**config.mk**
```make
export PLATFORM = sky130hd
export DESIGN_NAME = phase_scheduler
export DESIGN_NICKNAME = d
export VERILOG_FILES = /design/src/rtl/tl_pkg.sv /design/src/rtl/phase_scheduler_rr_arbiter.sv /design/src/rtl/phase_scheduler.sv
export SDC_FILE = /design/constraint.sdc
export NUM_CORES = 1
export LEC_CHECK = 0
export BUFFER_PORTS_ARGS = -buffer_cell sky130_fd_sc_hd__buf_2
export CAP_MARGIN = 20
export CORE_MARGIN = 8
export CORE_UTILIZATION = 40
export CTS_CLUSTER_SIZE = 20
export DETAILED_ROUTE_END_ITERATION = 8
export PLACE_DENSITY_LB_ADDON = 0.15
export SYNTH_ARGS = -nofsm -noshare
export SYNTH_HDL_FRONTEND = slang
export SYNTH_SLANG_ARGS = --single-unit
```
**constraint.sdc**
```tcl
create_clock -name clk -period 2.5 [get_ports clk]
set_input_delay 0.5 -clock clk [delete_from_list [all_inputs] [get_ports clk]]
set_output_delay 0.5 -clock clk [all_outputs]
set_load 0.01 [all_outputs]
```
**src/rtl/tl_pkg.sv**
```systemverilog
// Shared intersection-controller types: phase ids, scheduler states and green saturation.
package tl_pkg;

  typedef enum logic [1:0] {
    PH_MAIN = 2'd0,
    PH_LEFT = 2'd1,
    PH_SEC  = 2'd2,
    PH_PED  = 2'd3
  } phase_t;

  typedef enum logic [2:0] {
    ST_IDLE,
    ST_SELECT,
    ST_ISSUE,
    ST_WAIT_DONE,
    ST_PREEMPT,
    ST_CLEAR
  } sched_state_t;

  localparam int GREEN_MAX = 31;

  function automatic logic [4:0] sat_green(input logic [5:0] sum);
    return (sum > 6'(GREEN_MAX)) ? 5'(GREEN_MAX) : sum[4:0];
  endfunction

endpackage

```
**src/rtl/phase_scheduler_rr_arbiter.sv**
```systemverilog
// 4-way round-robin arbiter; a non-empty force mask overrides rotation (lowest forced id wins).
module rr_arbiter
  import tl_pkg::*;
(
  input  logic [3:0] req,
  input  logic [1:0] ptr,
  input  logic [3:0] force_mask,
  output logic [3:0] grant,
  output logic [1:0] grant_id
);

  logic [1:0] idx;
  logic       found;

  // With no request at all the rest phase (MAIN) is granted.
  always_comb begin
    grant_id = PH_MAIN;
    idx      = '0;
    found    = 1'b0;
    if (|force_mask) begin
      for (int i = 3; i >= 0; i--) begin
        if (force_mask[i]) grant_id = 2'(i);
      end
    end else begin
      for (int k = 1; k <= 4; k++) begin
        idx = ptr + 2'(k);
        if (!found && req[idx]) begin
          grant_id = idx;
          found    = 1'b1;
        end
      end
    end
    grant = 4'b0001 << grant_id;
  end

endmodule

```
**src/rtl/phase_scheduler.sv**
```systemverilog
// Intersection phase scheduler: round-robin grants, emergency preemption, all-red clearance.
// Define STARVE_GUARD_EN to build the skip counters and starvation override.
module phase_scheduler
  import tl_pkg::*;
#(
  parameter int BASE_MAIN    = 20,
  parameter int BASE_LEFT    = 6,
  parameter int BASE_SEC     = 10,
  parameter int BASE_PED     = 10,
  parameter int STARVE_LIMIT = 4,
  parameter int CLEAR_CYC    = 3
) (
  input  logic       clk,
  input  logic       rst,
  input  logic [2:0] main_num,
  input  logic [2:0] left_num,
  input  logic [2:0] sec_num,
  input  logic       p_req,
  input  logic       m_emergency,
  input  logic       s_emergency,
  output logic       phase_valid,
  output logic [1:0] phase_id,
  output logic [4:0] phase_green,
  input  logic       phase_ready,
  input  logic       phase_done,
  output logic       preempt,
  output logic       preempt_dir
);

  localparam int CLR_W = (CLEAR_CYC > 1) ? $clog2(CLEAR_CYC) : 1;

  sched_state_t     state;
  logic [1:0]       ptr;
  logic             ped_pending;
  logic [3:0]       granted_q;
  logic [CLR_W-1:0] clear_cnt;
  logic [3:0]       demand;
  logic [3:0]       force_mask;
  logic [3:0]       grant;
  logic [1:0]       grant_id;
  logic [5:0]       base;
  logic [2:0]       num;
  logic [4:0]       green_next;
  logic             emergency;
  logic             accept;

  assign emergency   = m_emergency | s_emergency;
  assign accept      = (state == ST_ISSUE) && phase_ready && !emergency;
  assign demand      = {ped_pending, |sec_num, |left_num, |main_num};
  assign phase_valid = (state == ST_ISSUE);
  assign preempt     = (state == ST_PREEMPT);

  rr_arbiter u_arb (
    .req        (demand),
    .ptr        (ptr),
    .force_mask (force_mask),
    .grant      (grant),
    .grant_id   (grant_id)
  );

`ifdef STARVE_GUARD_EN
  logic [2:0] skip_cnt [4];

  // Skips only move on an accepted command; a preempted command leaves them untouched.
  always_ff @(posedge clk or negedge rst) begin
    if (!rst) begin
      for (int i = 0; i < 4; i++) skip_cnt[i] <= '0;
    end else if (accept) begin
      for (int i = 0; i < 4; i++) begin
        if (granted_q[i])     skip_cnt[i] <= '0;
        else if (demand[i])   skip_cnt[i] <= (skip_cnt[i] == 3'd7) ? 3'd7 : skip_cnt[i] + 3'd1;
        else                  skip_cnt[i] <= '0;
      end
    end
  end

  always_comb begin
    force_mask = '0;
    for (int i = 0; i < 4; i++) force_mask[i] = (32'(skip_cnt[i]) >= STARVE_LIMIT);
  end
`else
  logic [31:0] unused_starve_limit;
  assign unused_starve_limit = STARVE_LIMIT;
  assign force_mask          = '0;
`endif

  always_comb begin
    base = 6'(BASE_MAIN);
    num  = main_num;
    case (grant_id)
      PH_LEFT: begin base = 6'(BASE_LEFT); num = left_num; end
      PH_SEC:  begin base = 6'(BASE_SEC);  num = sec_num;  end
      PH_PED:  begin base = 6'(BASE_PED);  num = '0;       end
      default: begin base = 6'(BASE_MAIN); num = main_num; end
    endcase
    green_next = sat_green(base + {2'b00, num, 1'b0});
  end

  // Emergencies override every state but IDLE; the pending command is simply dropped.
  always_ff @(posedge clk or negedge rst) begin
    if (!rst) begin
      state       <= ST_IDLE;
      ptr         <= 2'd3;
      ped_pending <= 1'b0;
      granted_q   <= '0;
      clear_cnt   <= '0;
      phase_id    <= '0;
      phase_green <= '0;
      preempt_dir <= 1'b0;
    end else begin
      ped_pending <= p_req || (ped_pending && !(accept && granted_q[3]));
      if (emergency && state != ST_IDLE) begin
        state       <= ST_PREEMPT;
        preempt_dir <= !m_emergency;
      end else begin
        case (state)
          ST_IDLE: state <= ST_SELECT;
          ST_SELECT: begin
            phase_id    <= grant_id;
            phase_green <= green_next;
            granted_q   <= grant;
            state       <= ST_ISSUE;
          end
          ST_ISSUE: begin
            if (phase_ready) begin
              ptr   <= phase_id;
              state <= ST_WAIT_DONE;
            end
          end
          ST_WAIT_DONE: if (phase_done) state <= ST_SELECT;
          ST_PREEMPT: begin
            clear_cnt <= '0;
            state     <= ST_CLEAR;
          end
          ST_CLEAR: begin
            if (clear_cnt == CLR_W'(CLEAR_CYC - 1)) state <= ST_SELECT;
            else                                    clear_cnt <= clear_cnt + 1'b1;
          end
          default: state <= ST_IDLE;
        endcase
      end
    end
  end

endmodule

```
## Yosys cells after proc, flatten, opt, wreduce, memory -nomap -nowiden

Index checks and enable logic that the tools add are counted.

- Bits in registers: 20

- Order comparisons: 5
- Equality and inequality tests: 13
- Reduce and logical (&&, ||, !) cells: 26
- Multiplexer cells: 25
- Bitwise logic cells: 2
- Shift-type cells: 1
- Add/subtract/negate cells: 5

Operators with widths:

| kind | count |
|---|---|
| 3-bit case mux with 6 select lines | 1 |
| 2-bit by 3-bit less-than comparator with 1-bit output, second input constant | 4 |
| 3-bit 2-to-1 mux | 4 |
| 2-bit 2-to-1 mux | 5 |
| 5-bit case mux with 2 select lines | 1 |
| 3-bit case mux with 3 select lines | 1 |
| 3-bit AND reduction | 3 |
| 3-bit OR reduction | 3 |
| 1-bit binary-select mux with 2-bit select | 4 |
| 1-bit logical AND | 8 |
| 1-bit 2-to-1 mux | 7 |
| 6-bit by 4-bit adder with 6-bit output | 1 |
| 2-bit == test, second input constant | 3 |
| 3-bit by 2-bit == test with 1-bit output, second input constant | 2 |
| 3-bit == test, second input constant | 2 |
| 6-bit by 5-bit greater-than comparator with 1-bit output, second input constant | 1 |
| 1-bit logical NOT | 6 |
| 3-bit != test, second input constant | 2 |
| 5-bit 2-to-1 mux | 1 |
| 2-bit by 1-bit adder with 2-bit output, second input constant | 2 |
| 2-bit adder, second input constant | 2 |
| 2-bit case mux with 2 select lines | 1 |
| 1-bit by 2-bit left shift with 4-bit output, first input constant | 1 |
| 3-bit by 1-bit == test with 1-bit output, second input constant | 1 |
| 11 further kinds | 11 |

## Depth between registers and ports, before layout

Gate-level depths: netlist of run 1.

- Depth in word-level cells: 19
- Gate-level depth with buffers: 11
- Gate-level depth less buffers: 11

## Modules after synthesis

From an unflattened synthesis of run 1, not the netlist that was laid out.

- Cells, all modules: 132
- Area total of the unflattened synthesis: 1207.4 µm²

By module, submodules not included:

| module | area each (µm²) | instances | cells an instance |
|---|---|---|---|
| phase_scheduler | 1017.2 | 1 | 104 |
| rr_arbiter | 190.2 | 1 | 28 |

## Least setup slack after synthesis of run 1

Ideal clock, no wire load.

- Path type: input to register
- From: input left_num[1]
- To: register phase_green[1]
- Setup slack: -342 ps
- Required time: 2404 ps
- Stages: 11
- Arrival: 2747 ps
- Cells stage by stage: or3_1 -> nand2b_1 -> a31o_1 -> inv_2 -> mux2i_1 -> a2bb2oi_1 -> fa_1 -> nor2b_1 -> nor2_1 -> o31a_1 -> o32ai_2

- Cells in the longest elaborated chain, start to end: 19

RTL lines:

| element | line | text |
|---|---|---|
| start, declared | phase_scheduler.sv:16 | `input logic [2:0] left_num,` |
| 3-bit OR reduction | phase_scheduler.sv:49 | `assign demand = {ped_pending, \|sec_num, \|left_num, \|main_num};` |
| 1-bit binary-select mux with 2-bit select | phase_scheduler_rr_arbiter.sv:27 | `if (!found && req[idx]) begin` |
| 1-bit 2-to-1 mux (not written as such) | phase_scheduler_rr_arbiter.sv:27 |  |
| 1-bit 2-to-1 mux | phase_scheduler_rr_arbiter.sv:27 |  |
| 1-bit logical NOT | phase_scheduler_rr_arbiter.sv:27 |  |
| 1-bit logical AND | phase_scheduler_rr_arbiter.sv:27 |  |
| 1-bit 2-to-1 mux | phase_scheduler_rr_arbiter.sv:27 |  |
| 1-bit logical NOT | phase_scheduler_rr_arbiter.sv:27 |  |
| (+3 left out) | -- |  |
| 1-bit logical AND | phase_scheduler_rr_arbiter.sv:27 |  |
| 2-bit 2-to-1 mux | phase_scheduler_rr_arbiter.sv:27 |  |
| 2-bit == test | phase_scheduler.sv:90 | `case (grant_id)` |
| 2-bit OR reduction (no line) | -- |  |
| 5-bit case mux with 2 select lines | phase_scheduler.sv:90 |  |
| 6-bit by 4-bit adder with 6-bit output * | phase_scheduler.sv:96 | `green_next = sat_green(base + {2'b00, num, 1'b0});` |
| 6-bit by 5-bit greater-than comparator with 1-bit output | tl_pkg.sv:23 | `return (sum > 6'(GREEN_MAX)) ? 5'(GREEN_MAX) : sum[4:0];` |
| 5-bit 2-to-1 mux * | tl_pkg.sv:23 |  |
| end signal, assigned | phase_scheduler.sv:120 | `phase_green <= green_next;` |
| end, declared | phase_scheduler.sv:23 | `output logic [4:0] phase_green,` |

Mark *: on every way between the ends. The rest lies on a longest branch, timed or not. The select of a mux whose other input is x is not followed.
A chain may end at the register's enable or synchronous reset.

## Worst setup path in the final report of run 1

- From: input left_num[0]
- To: register phase_green[4]

The elaborated chain is that of the path after synthesis.

==> out/qor.yml, run 1 <==
status: "finished with violations"
violations: "negative setup slack"
path_cells: "buf_2 -> or4_4 -> and3b_4 -> a211oi_4 -> nor2_2 -> o2bb2ai_2 -> ha_1 -> nand2_1 -> o41a_1 -> a31oi_1 -> o31a_1"
critPathTopFamily: "compound AO/OA/AOI/OAI gates"
tightestPinTransition_ps: 384.0
hold_viol: 0
synthXorXnorAreaFrac: 0.008009
fp.dieW_microns: 68.29
relSlewSlack: 0.7440
criticalPathCategory: "input port to register"
grt_max_degree: 18
fin_util: 0.5780
num_antenna_cells: 0
async_reset_ff_frac: 1.000
critPathMaxFanout: 5
max_stage_delay_ps: 520
die_area_sq_um: 4663
clock-sinks: 17
grt_pass1_wl_microns: 4616
synth.avg_cell_area_sq_um: 9.427
antenna_found_initial: 0
worstReg2RegStart: "ptr[1]"
hold_class: "input port to asynchronous set/reset pin"
cts_buffers: 3
slew_viol_final: 0
power_density_nw_per_um2: 586.2
viasPerCell: 5.337
start_util: 0.4071
grt-ovfl-total: 0
clk_latency_ps: 290
io_buffers: 25
leakagePower_nw: 0.7115
cp.arrival_ps: 2960
h-tree-depth: 1
synth_area_sq_um: 1094
dr.pass1.iters: 4
layout.nets: 192
slowest_stage: "or4_4"
setup_viol: 5
dp_hpwl_microns: 2167
final_antenna_net_count: 0
wire_per_inst_microns: 14.66
vias: 1078
layout-drive-gt1-share: 0.4503
finalWirelength_microns: 2961
finalCriticalPeriod_ps: 2726
endpoint_kind: "register"
grt_pass1_vias: 1112
grt.total_usage: 0.1264
synthMuxAreaShare: 0.03776
clockRootBuffer: "clkbuf_4"
cp.required_ps: 2740
rsz0062_at_grt: "yes"
core_region_area_sq_um: 2686
drc: 0
cp-startpoint: "left_num[0]"
setup_ws_ps: -225.5
routabilityCongestion: 1.004
start_kind: "input port"
vdd_drop_max_mv: 0.5206
synth_seq_cells: 17
die_height_microns: 68.29
synth_seq_area_share: 0.3913
clockBufferDepth: 2
fmax_mhz: 366.9
pin_count: 26
cts_tree: "yes"
critPathBufInv: 1
rows: 19
drv_cap: 0
ys_types: 44
synth_top_family_by_area: "compound AO/OA/AOI/OAI gates"
dp_slack_ps: -517.9
clk_pin_slew_ps: 100
p_total_uw: 910.2
synthAdderAreaFrac: 0.05263
period_share: 1.090
synth-edff-count: 0
skew_ps: 6.561
synth-compound-area-share: 0.2494
netlist_instances: 116
ys_warn_count: 0
synth_top_flop_cell: "dfrtp_1"
drt_iter0_markers: 32
synthSimpleGateAreaFrac: 0.2334
syn_nets: 136
areaGrowthSynthToFinish_pct: 41.99
==> report_power, final <==
group,leakage [nW],switching [mW],total (mW),internal [mW]
Sequential,0.204,0.0690,0.409,0.340
Combinational,0.493,0.173,0.354,0.181
Clock,0.0150,0.0851,0.147,0.0621
==> cell families after synthesis <==
group / count (synthesis)
buffers and inverters: 8
and+or+nand+nor: 46
AOI/OAI and AO/OA: 36
muxes: 4
DFF: 17
adders and majority gates: 4
xor gates and xnor gates: 1
==> metal layers <==
metal / wire length, microns / part of all wire / GRT usage / up-vias
met5: 0 / 0 / 0 / -
met4: 24 / 0.0081 / 0.03069 / 0
met3: 134 / 0.045 / 0.03764 / 4
met2: 1470 / 0.50 / 0.2157 / 22
met1: 1331 / 0.45 / 0.1521 / 508
li1: - / - / - / 544
==> flip-flops by register name, summed over array words and instances, names as in the netlist, named ones only <==
signal and count:
preempt_dir 1, ptr 2, ped_pending 1, phase_id 2, state 2, clear_cnt 2
granted_q 1, phase_green 5
==> worst paths after layout <==
kind                                  endpoint  slack [ps]  cells after the start
max in group asynchronous               ptr[0]        2070                      1
min in group clk                   ped_pending         380                      2
worst max-delay path            phase_green[4]        -230                     11
worst min-delay path            phase_green[2]         110                      1
worst min register to register    granted_q[3]         520                      2
worst max register to register  phase_green[4]        -210                     10
==> cell usage after synthesis (3+ instances only) <==
cell | count | area (sq um)
nand2_1 | 10 | 37.54
a21oi_1 | 4 | 20.02
mux2i_1 | 3 | 30.03
nor2_1 | 11 | 41.29
o21ai_0 | 6 | 30.03
ha_1 | 3 | 37.54
clkbuf_1 | 3 | 11.26
dfrtp_1 | 15 | 375.4
nor3_1 | 4 | 20.02
a31oi_1 | 5 | 31.28
a22o_1 | 3 | 26.28
inv_1 | 4 | 15.01
==> through the flow <==
stage	area (sq um)	TNS (ps)	hold slack [ps]	std cells
4_1_cts	1505	-756.0	120.1	198
3_5_place_dp	1438	-2522	442.7	191
2_1_floorplan	1120	-1323	204.4	116
3_3_place_gp	1438	-2527	444.2	191
6_report	1553	-1060	108.7	202
5_1_grt	1553	-1362	131.8	202
==> cell usage in the layout (no fill, tap or decap), types with 2 or more instances in the layout <==
cell type / netlist / layout
a31o_1: 2 / 2
buf_4: 0 / 29
ha_1: 3 / 3
nor3_1: 4 / 4
nand2_1: 10 / 10
o21ai_0: 6 / 6
a21oi_2: 2 / 2
o31ai_1: 2 / 2
nor3b_1: 2 / 2
mux2i_1: 3 / 2
inv_1: 4 / 4
a21o_1: 2 / 2
dfrtp_1: 15 / 15
clkbuf_4: 0 / 3
dfstp_2: 2 / 2
a22o_1: 3 / 3
nand3b_1: 2 / 2
a21oi_1: 4 / 4
a31oi_1: 5 / 4
nand2b_1: 2 / 2
nor2_1: 11 / 10
o31a_1: 2 / 2
buf_2: 0 / 24
==> final cells by class <==
| cell class | instances | area (sq um) |
|---|---|---|
| Clock buffer | 4 | 26.28 |
| Sequential cell | 17 | 427.9 |
| Multi-Input combinational cell | 91 | 691.9 |
| Fill cell | 245 | 1134 |
| Tap cell | 31 | 38.79 |
| Inverter | 5 | 18.77 |
| Timing Repair Buffer | 54 | 349.1 |
==> repair_timing <==
action | CTS | global route
pin swaps | 7 | 8
setup buffers | 3 | 4
hold buffers | 0 | 0
endpoints found under the setup margin | 5 | 5
gates resized for setup | 3 | 3
Note: power is estimated with default switching activity, not from simulation.
==> inputs of run 2 (changes only) <==
- clock period: 2.5 -> 3.3 ns (I/O delays scaled with it)
==> out/qor.yml, run 2 (synthesis gave the netlist of run 1 again) <==
tightestPinTransition_ps: 483.8
power_density_nw_per_um2: 502.5
cts_buffers: 3
fp.dieW_microns: 68.29
cp.depth: 11
switching_share: 0.3703
routabilityCongestion: 0.9018
finalCriticalPeriod_ps: 2983
slowest_stage: "or4_4"
largest_reg_flops: 5
final_cell_area_sq_um: 1310
dp_hpwl_microns: 2209
final_cell_mix: "buf_2 (25), dfrtp_1 (15), nor2_1 (11)"
grt-ovfl-total: 0
path_cells: "buf_2 -> or4_4 -> and3b_4 -> a211oi_2 -> nor2_1 -> o2bb2ai_1 -> ha_1 -> nand2_1 -> o41a_1 -> a31oi_1 -> o31a_1"
cp.required_ps: 3530
pin_count: 26
holdWs_ps: 279.5
fmax_mhz: 335.2
fillers: 293
grt_max_degree: 18
finalWirelength_microns: 2834
grt.total_usage: 0.1291
r2r_end: "phase_green[4]"
p_seq_frac: 0.472
leakagePower_nw: 0.5868
final_antenna_net_count: 0
clock-sinks: 17
grt_pass1_wl_microns: 4719
slew_viol_final: 0
io_buffers: 25
clk_pin_slew_ps: 100
setup_viol: 0
vdd_drop_max_mv: 0.3125
die_area_sq_um: 4663
criticalPathCategory: "input port to register"
regMostFlops: "phase_green"
fin_setup_tns_ps: 0
switchingPower_uw: 243.8
reg2regPathDepth: 10
drv_cap: 0
grt_pass1_vias: 1031
viasPerCell: 5.669
p_comb_frac: 0.353
worstReg2RegStart: "ptr[1]"
dpl_cell_area_sq_um: 1284
areaGrowthSynthToFinish_pct: 19.79
layout-drive-gt1-share: 0.2925
critPathMaxFanout: 6
start_util: 0.4071
rsz0062_at_grt: "no"
r2r_slack_ps: 510
clockBufferDepth: 2
cts_setup_buffers: 0
max_stage_delay_ps: 530
num_antenna_cells: 0
cp-startpoint: "left_num[1]"
drc: 0
cts_resized: 0
status: "completed"
critPathTopFamily: "compound AO/OA/AOI/OAI gates"
start_kind: "input port"
clk_latency_ps: 290
relSlewSlack: 0.6763
clockRootBuffer: "clkbuf_4"
core_region_area_sq_um: 2686
p_int_uw: 414.5
vias: 1009
endpoint: "phase_green[4]"
cp.arrival_ps: 3220
hold_viol: 0
rows: 19
wire_per_inst_microns: 15.92
endpoint_kind: "register"
hold_class: "input port to asynchronous set/reset pin"
drt_iter0_markers: 34
skew_ps: 1.233
h-tree-depth: 1
clkPwrFrac: 0.175
die_height_microns: 68.29
period_share: 0.9039
layout_commonest_cell: "buf_2"
antenna_found_initial: 0
hold_buffers: 0
critPathBufInv: 1
dr.pass1.iters: 4
layout.nets: 168
cts_tree: "yes"
## run 2: final cells by class
type | count | area, sq um | area share
Tap cell | 31 | 38.79 | 0.02961
Timing Repair Buffer | 30 | 162.7 | 0.1242
Sequential cell | 17 | 427.9 | 0.3266
Inverter | 5 | 18.77 | 0.01433
Clock buffer | 4 | 26.28 | 0.02006
Multi-Input combinational cell | 91 | 635.6 | 0.4852
## run 2: worst register-to-register path, stage by stage (launching register included)
cell       delay, ps
dfstp_2          410
or4_4            420
and3b_4          200
a211oi_2         300
nor2_1           120
o2bb2ai_1        160
ha_1             380
nand2_1           80
o41a_1           320
a31oi_1          170
o31a_1           160
## run 2: power groups by stage
stage	Combinational, mW	Clock, mW	Sequential (mW)
after floorplan	0.150	0	0.306
after global placement	0.228	0	0.310
after detailed placement	0.236	0	0.313
after CTS	0.238	0.121	0.309
after global routing	0.259	0.133	0.319
final	0.232	0.115	0.311
## run 2: per-stage QoR
stage	setup WS (ps)	std cells	util	power (mW)
CTS	321.6	178	0.4877	0.6673
finish	317.0	178	0.4877	0.6583
floorplan	297.8	116	-	0.4563
detailed placement	34.22	174	0.4779	0.5486
global placement	39.77	174	0.4779	0.5376
global route	194.3	178	0.4877	0.7109
## run 2: per-layer routing
| layer | GRT usage | wire [microns] |
|---|---|---|
| met5 | 0 | 0 |
| met4 | 0.05115 | 34 |
| met3 | 0.03273 | 176 |
| met2 | 0.2169 | 1370 |
| met1 | 0.1538 | 1253 |
## run 2: how the worst min path moves through the flow
stage	depth (start not counted)	end	slack, ps	startpoint
after floorplan	0	asynchronous set/reset pin	360	rst
after global placement	2	granted_q[3]	480	granted_q[3]
after detailed placement	2	granted_q[3]	480	granted_q[3]
after CTS	1	phase_green[4]	290	rst
after global routing	1	phase_green[4]	300	rst
final	1	phase_green[4]	280	rst
